**src/rtl/c432_key_cfg_ctrl.sv**
```systemverilog
// Serial key loader for the MUX2-obfuscated c432 core.
// Parity-checked shadow key; only a validated key reaches key_out.
module c432_key_cfg_ctrl #(
  parameter int KEY_W     = 2,
  parameter int TIMEOUT   = 16,
  parameter int MAX_RETRY = 3
) (
  input  logic             clk,
  input  logic             rst_n,
  input  logic             load_start,
  input  logic             bit_valid,
  input  logic             bit_data,
  output logic             bit_ready,
  output logic [KEY_W-1:0] key_out,
  output logic             key_valid,
  output logic             busy,
  output logic             err,
  output logic             lockout
);

  localparam int CW = (KEY_W > 1) ? $clog2(KEY_W) : 1;
  localparam int TW = (TIMEOUT > 2) ? $clog2(TIMEOUT) : 1;
  localparam int RW = $clog2(MAX_RETRY + 1);

  typedef enum logic [2:0] {
    IDLE, SHIFT, PAR, CHECK, LOCKED, FAIL, DEAD
  } state_t;

  state_t           state, state_nxt;
  logic [KEY_W-1:0] shadow, shadow_nxt;
  logic [KEY_W-1:0] key_nxt;
  logic             par_rx, par_nxt;
  logic [CW-1:0]    cnt, cnt_nxt;
  logic [TW-1:0]    timer, timer_nxt;
  logic [RW-1:0]    retry, retry_nxt;
  logic [RW-1:0]    retry_inc;
  logic             valid_nxt, err_nxt;
  logic             accept, tmo, do_fail;

  assign bit_ready = (state == SHIFT) || (state == PAR);
  assign busy      = bit_ready || (state == CHECK);
  assign lockout   = (state == DEAD);
  assign accept    = bit_valid & bit_ready;
  // an accepted bit always beats an expiring timer
  assign tmo       = (timer == TW'(TIMEOUT - 1)) & ~accept;
  assign retry_inc = retry + 1'b1;

  always_comb begin
    state_nxt  = state;
    shadow_nxt = shadow;
    par_nxt    = par_rx;
    cnt_nxt    = cnt;
    timer_nxt  = timer;
    retry_nxt  = retry;
    key_nxt    = key_out;
    valid_nxt  = key_valid;
    err_nxt    = err;
    do_fail    = 1'b0;
    unique case (state)
      IDLE, LOCKED, FAIL: begin
        if (load_start) begin
          state_nxt = SHIFT;
          cnt_nxt   = '0;
          timer_nxt = '0;
          err_nxt   = 1'b0;
        end
      end
      SHIFT: begin
        if (accept) begin
          shadow_nxt[cnt] = bit_data;
          cnt_nxt         = cnt + 1'b1;
          timer_nxt       = '0;
          if (cnt == CW'(KEY_W - 1))
            state_nxt = PAR;
        end else if (tmo) begin
          do_fail = 1'b1;
        end else begin
          timer_nxt = timer + 1'b1;
        end
      end
      PAR: begin
        if (accept) begin
          par_nxt   = bit_data;
          timer_nxt = '0;
          state_nxt = CHECK;
        end else if (tmo) begin
          do_fail = 1'b1;
        end else begin
          timer_nxt = timer + 1'b1;
        end
      end
      CHECK: begin
        if ((^shadow ^ par_rx) == 1'b0) begin
          key_nxt   = shadow;
          valid_nxt = 1'b1;
          retry_nxt = '0;
          state_nxt = LOCKED;
        end else begin
          do_fail = 1'b1;
        end
      end
      DEAD: ;
      default: state_nxt = IDLE;
    endcase
    if (do_fail) begin
      key_nxt   = '0;
      valid_nxt = 1'b0;
      err_nxt   = 1'b1;
      retry_nxt = retry_inc;
      state_nxt = (retry_inc == RW'(MAX_RETRY)) ? DEAD : FAIL;
    end
  end

  always_ff @(posedge clk or negedge rst_n) begin
    if (!rst_n) begin
      state     <= IDLE;
      shadow    <= '0;
      par_rx    <= 1'b0;
      cnt       <= '0;
      timer     <= '0;
      retry     <= '0;
      key_out   <= '0;
      key_valid <= 1'b0;
      err       <= 1'b0;
    end else begin
      state     <= state_nxt;
      shadow    <= shadow_nxt;
      par_rx    <= par_nxt;
      cnt       <= cnt_nxt;
      timer     <= timer_nxt;
      retry     <= retry_nxt;
      key_out   <= key_nxt;
      key_valid <= valid_nxt;
      err       <= err_nxt;
    end
  end

endmodule
```
**config.mk**
```make
export PLATFORM = sky130hd
export DESIGN_NAME = c432_key_cfg_ctrl
export DESIGN_NICKNAME = d
export VERILOG_FILES = /design/src/rtl/c432_key_cfg_ctrl.sv
export SDC_FILE = /design/constraint.sdc
export NUM_CORES = 1
export LEC_CHECK = 0
export ABC_AREA = 1
export CAP_MARGIN = 20
export CORE_ASPECT_RATIO = 1.4
export CORE_UTILIZATION = 30
export CTS_CLUSTER_DIAMETER = 200
export DETAILED_ROUTE_END_ITERATION = 8
export SKIP_LAST_GASP = 1
export SYNTH_ARGS = -nofsm -noshare
export SYNTH_HDL_FRONTEND = slang
export SYNTH_SLANG_ARGS = --single-unit
```
**constraint.sdc**
```tcl
create_clock -name clk -period 2.1 [get_ports clk]
set_input_delay 0.42 -clock clk [delete_from_list [all_inputs] [get_ports clk]]
set_output_delay 0.42 -clock clk [all_outputs]
set_load 0.01 [all_outputs]
```
-- Word level (Yosys, flattened, before mapping)
Cells that the tools add are included.
- register bits after elaboration: 17
- input bits: 5
- output and inout port bits: 7
- add/sub/neg operators: 3
- order comparisons: 2
- equality and inequality tests: 18
- muxes and demuxes: 33
- bitwise operators: 4
- reductions and logical operators: 19
- operators by type and width (cell ; number):
    two-way mux 3 bit ; 6
    != test 3 bit (second input constant) ; 6
    one-hot mux 3 bit (5 select lines) ; 1
    two-way mux 2 bit ; 7
    two-way mux 4 bit ; 3
    two-way mux 1 bit ; 11
    nonzero test 2 bit ; 5
    == test 3 bit (second input constant) ; 3
    one-hot mux 4 bit (2 select lines) ; 1
    AND reduction 2 bit ; 4
    == test 3 x 2 -> 1 bit (second input constant) ; 2
    != test 2 bit (second input constant) ; 3
    AND reduction 3 bit ; 2
    AND reduction 6 bit ; 1
    adder 4 x 1 -> 4 bit (second input constant) ; 1
    == test 4 bit (second input constant) ; 1
    one-hot mux 1 bit (2 select lines) ; 2
    == test 3 x 1 -> 1 bit (second input constant) ; 1
    logical NOT 3 bit ; 1
    OR reduction 3 bit ; 1
    adder 2 x 1 -> 2 bit (second input constant) ; 1
    bitwise AND 1 bit ; 2
    bitwise mux 2 bit ; 1
    == test 2 bit (second input constant) ; 1
    11 further kinds ; 12

-- Depth between registers and ports, before layout
- word-level depth: 10
- depth in mapped cells: 9

-- Least setup slack after synthesis
OpenSTA, ideal clock, no wires.
- path kind: reg2reg
- start point: reg timer[0]
- end point: reg state[0]
- library setup time: 117 ps
- arrival: 1229 ps
- path slack: 754 ps
- cell stages (with the launch flop): 9
- buffers on the path: 0
- period minus slack after synthesis: 1346 ps
- cell sequence: dfrtp_1 > ha_1 > nand2_1 > nor3_1 > nand2_4 > nand2_4 > inv_4 > nand3_1 > nand2_1
- cells in the longest elaborated chain, start to end: 7
- elaborated cells on any way between the ends: 13
- classes of those cells: eq/ne: 7; mux: 4; bitwise: 1; reduce/logical: 1
- RTL lines (what ; line ; text):
    start: declaration ; 34 ; logic [TW-1:0] timer, timer_nxt;
    start signal: assignment ; 130 ; timer <= timer_nxt;
    == test 4 bit * ; 45 ; assign tmo = (timer == TW'(TIMEOUT - 1)) & ~accept;
    bitwise AND 1 bit * ; 45 ;
    two-way mux 1 bit * ; 75, 86 ;
    two-way mux 1 bit * ; 82 ; if (accept) begin
    one-hot mux 1 bit (2 select lines) * ; 59 ; unique case (state)
    != test 3 bit (no source line) or != test 2 x 1 -> 1 bit (tied branches) ; n/a ;
    AND reduction 6 bit (no source line) ; n/a ;
    end signal: assignment ; 126 ; state <= state_nxt;
    end: declaration ; 29 ; state_t state, state_nxt;
Every way passes the cells marked *; elsewhere a longest branch is shown, timed or not.
A chain may end at the register's enable or synchronous reset.

-- Worst setup path after layout
- start point: reg state[0]
- end point: out busy
- cells in the longest elaborated chain, start to end: 3
- elaborated cells on any way between the ends: 5
- classes of those cells: eq/ne: 3; reduce/logical: 2
- RTL lines (what ; line ; text):
    == test 3 x 1 -> 1 bit or == test 3 x 2 -> 1 bit (tied branches) ; 40 ; assign bit_ready = (state == SHIFT) || (state == PAR);
    logical OR 1 bit ; 40 ;
    logical OR 1 bit * ; 41 ; assign busy = bit_ready || (state == CHECK);
    end: declaration ; 16 ; output logic busy,
Marks and branches as above.

==> results.md <==
* Final Util at 0.400
* Fin cells at 170
* Post-route clock period utilization at 0.950
* # IOs at 12
* Synth Net Count at around 120
* ANT cells at 0
* Final Max Tran Viols at 0
* Gr ovfl total at 0
* Min Clock Period, post-route at 2000 ps
* # Max-Cap Violations at 0
* Die Wd at between 40 and 50 um
* 1st-pass router iterations at 3
* Hold buffers post-CTS at 0
* Layout cells sized above 1 at 0.173
* Die Y at ~68 um
* Vias in the first global route at between 800 and 900
* CTS tree: done
* Drt drc at 0
* Final Hold Vio Count at 0
* Syn_area_per_cell at around 8.0 um^2
* Worst-margin pin slew at about 330 ps
* Post-Syn Area at roughly 930 um^2
* PortBufs at 11
* Initial Util at 0.321
* Vias/cell at ~4.7
* Nets at around 140
* Clock skew at between 3 and 4 ps
* Setup TNS at 0 ps
* Status: completed
* Most common cell after layout, fill and taps aside: nand2_1
* Layout area overhead at 24.7%
* Initial drt markers at 20
* Worst Hold Class: flop to flop
* Final Setup Violations at 0
* Synth cell types at 20
* Final HPWL DP at 1.55 mm
* Clock sink total at 17
* Largest net degree at the start of global routing at 18
* F_max at between 500 and 600 MHz
* Root Buffer: clkbuf_8
* Global-route wire length before repair at about 3.7 mm
* Clock tree buffer depth at 2
* CP Class: flop to primary output
* Sequential area share after synthesis at 0.456
* Die area at roughly 3300 um^2
* DP Cell Count at roughly 170
* Power Total at approximately 0.0017 W
* DR WL/cell at 11.8 um
* Peak supply drop at 0.488 mV
* Crit path DAT at 1580 ps
* YS warnings at 0
* Required @ worst endpoint at ~1700 ps
* GP Congestion at just under 0.9
* Leak at between 0.5 and 0.6 nW
* Register bit total from synthesis at 17
* Core Region at between 2000 and 3000 um^2
* Initial antenna violation count at 0
* Total Routed Length at roughly 2 mm
* Vias after detailed routing at slightly below 800
* ANT nets after route at 0
* FP Rows at 23
* Num CTS Buffers at 3
* GRT Total Usage at 0.147
* Power per cell area at 1450 nW/um^2
* Fill cell count at between 300 and 400
* Crit Path Max Fanout at 6
* Slew margin rel. at 0.780
* Most frequent cells in the layout: 34 x nand2_1, 16 x dfrtp_1, 13 x nand3_1
* RSZ-0062 raised after global routing: no
* Startpoint types: flop
* Reg clk slew, reported paths at about 70 ps
* Clk_lat worst skew at 250 ps
* Worst setup EP type: primary output
* H-tree depth at 1
* Gate count of the mapped netlist at 116
## critical path, stage by stage (launching register included)
cell and delay, ps:
dfrtp_2 450, nor2_2 150, nand2_2 100, nand2_1 80, clkdlybuf4s50_1 530
## cell type report
| class | instances | area (um^2) | share of cell area |
|---|---|---|---|
| inverters | 13 | 53.8 | 0.0463 |
| well taps | 37 | 46.3 | 0.0398 |
| clock buffers | 4 | 45.0 | 0.0388 |
| repair buffers | 13 | 128 | 0.110 |
| multi-input cells | 86 | 463 | 0.398 |
| flip-flops and latches | 17 | 427 | 0.367 |
## synthesized netlist by cell type, drive strengths merged
cell | instances | area (um^2)
dfrtp | 17 | 425
ha | 2 | 25.0
inv | 13 | 51.3
nand2 | 40 | 180
nand3 | 15 | 85.1
nand4 | 3 | 18.8
nor2 | 8 | 45.0
nor3 | 3 | 15.0
o211ai | 1 | 12.5
o21ai | 11 | 55.1
o22ai | 1 | 6.26
or2 | 2 | 12.5
## through the flow
stage               hold WS [ps]  setup slack (ps)  area [um^2]
floorplan                    124               754          932
global placement             461               308         1100
detailed placement           475               256         1100
CTS                          485              25.4         1140
global route                 512              26.1         1160
finish                       481               105         1160
## cells by family (layout without fill, tap and decap cells)
kind of cell,Yosys count,after routing,synth area share
simple gates,71,71,0.383
flops,17,17,0.456
compound gates,13,13,0.0792
buf+inv,13,30,0.0550
fa+ha+maj,2,2,0.0268
## sequential cells by signal (all words and copies together) (netlist names)
name       flops
cnt            1
err            1
key_out        2
key_valid      1
par_rx         1
retry          2
shadow         2
state          3
timer          4
## report_power, final
part	switching [W]	internal, W	leakage [nW]
Clock	0.000112	0.000135	0.0228
Combinational	0.000499	0.000359	0.332
Sequential	0.000118	0.000461	0.218
## timing repair
| action | 4_1_cts | 5_1_grt |
|---|---|---|
| resized for setup | 1 | 4 |
| pin swaps | 0 | 1 |
| endpoints found under the setup margin | 1 | 3 |
| buffers inserted | 0 | 1 |
## final timing paths
kind | start | cells after the start | slack (ps) | end
max in group asynchronous | rst_n | 2 | 1410 | state[0]
min in group asynchronous | rst_n | 2 | 490 | par_rx
max | state[0] | 4 | 100 | busy
max reg2reg | timer[0] | 9 | 610 | state[0]
min | retry[0] | 1 | 480 | retry[0]
min reg2reg | retry[0] | 1 | 480 | retry[0]
## per-layer routing
layer	global-route usage	up-vias	wire, um
li1	-	414	-
met4	0.0809	0	38
met3	0.0244	3	47
met2	0.265	10	1030
met5	0	-	0
met1	0.165	367	880
Note: power is estimated with default switching activity, not from simulation.
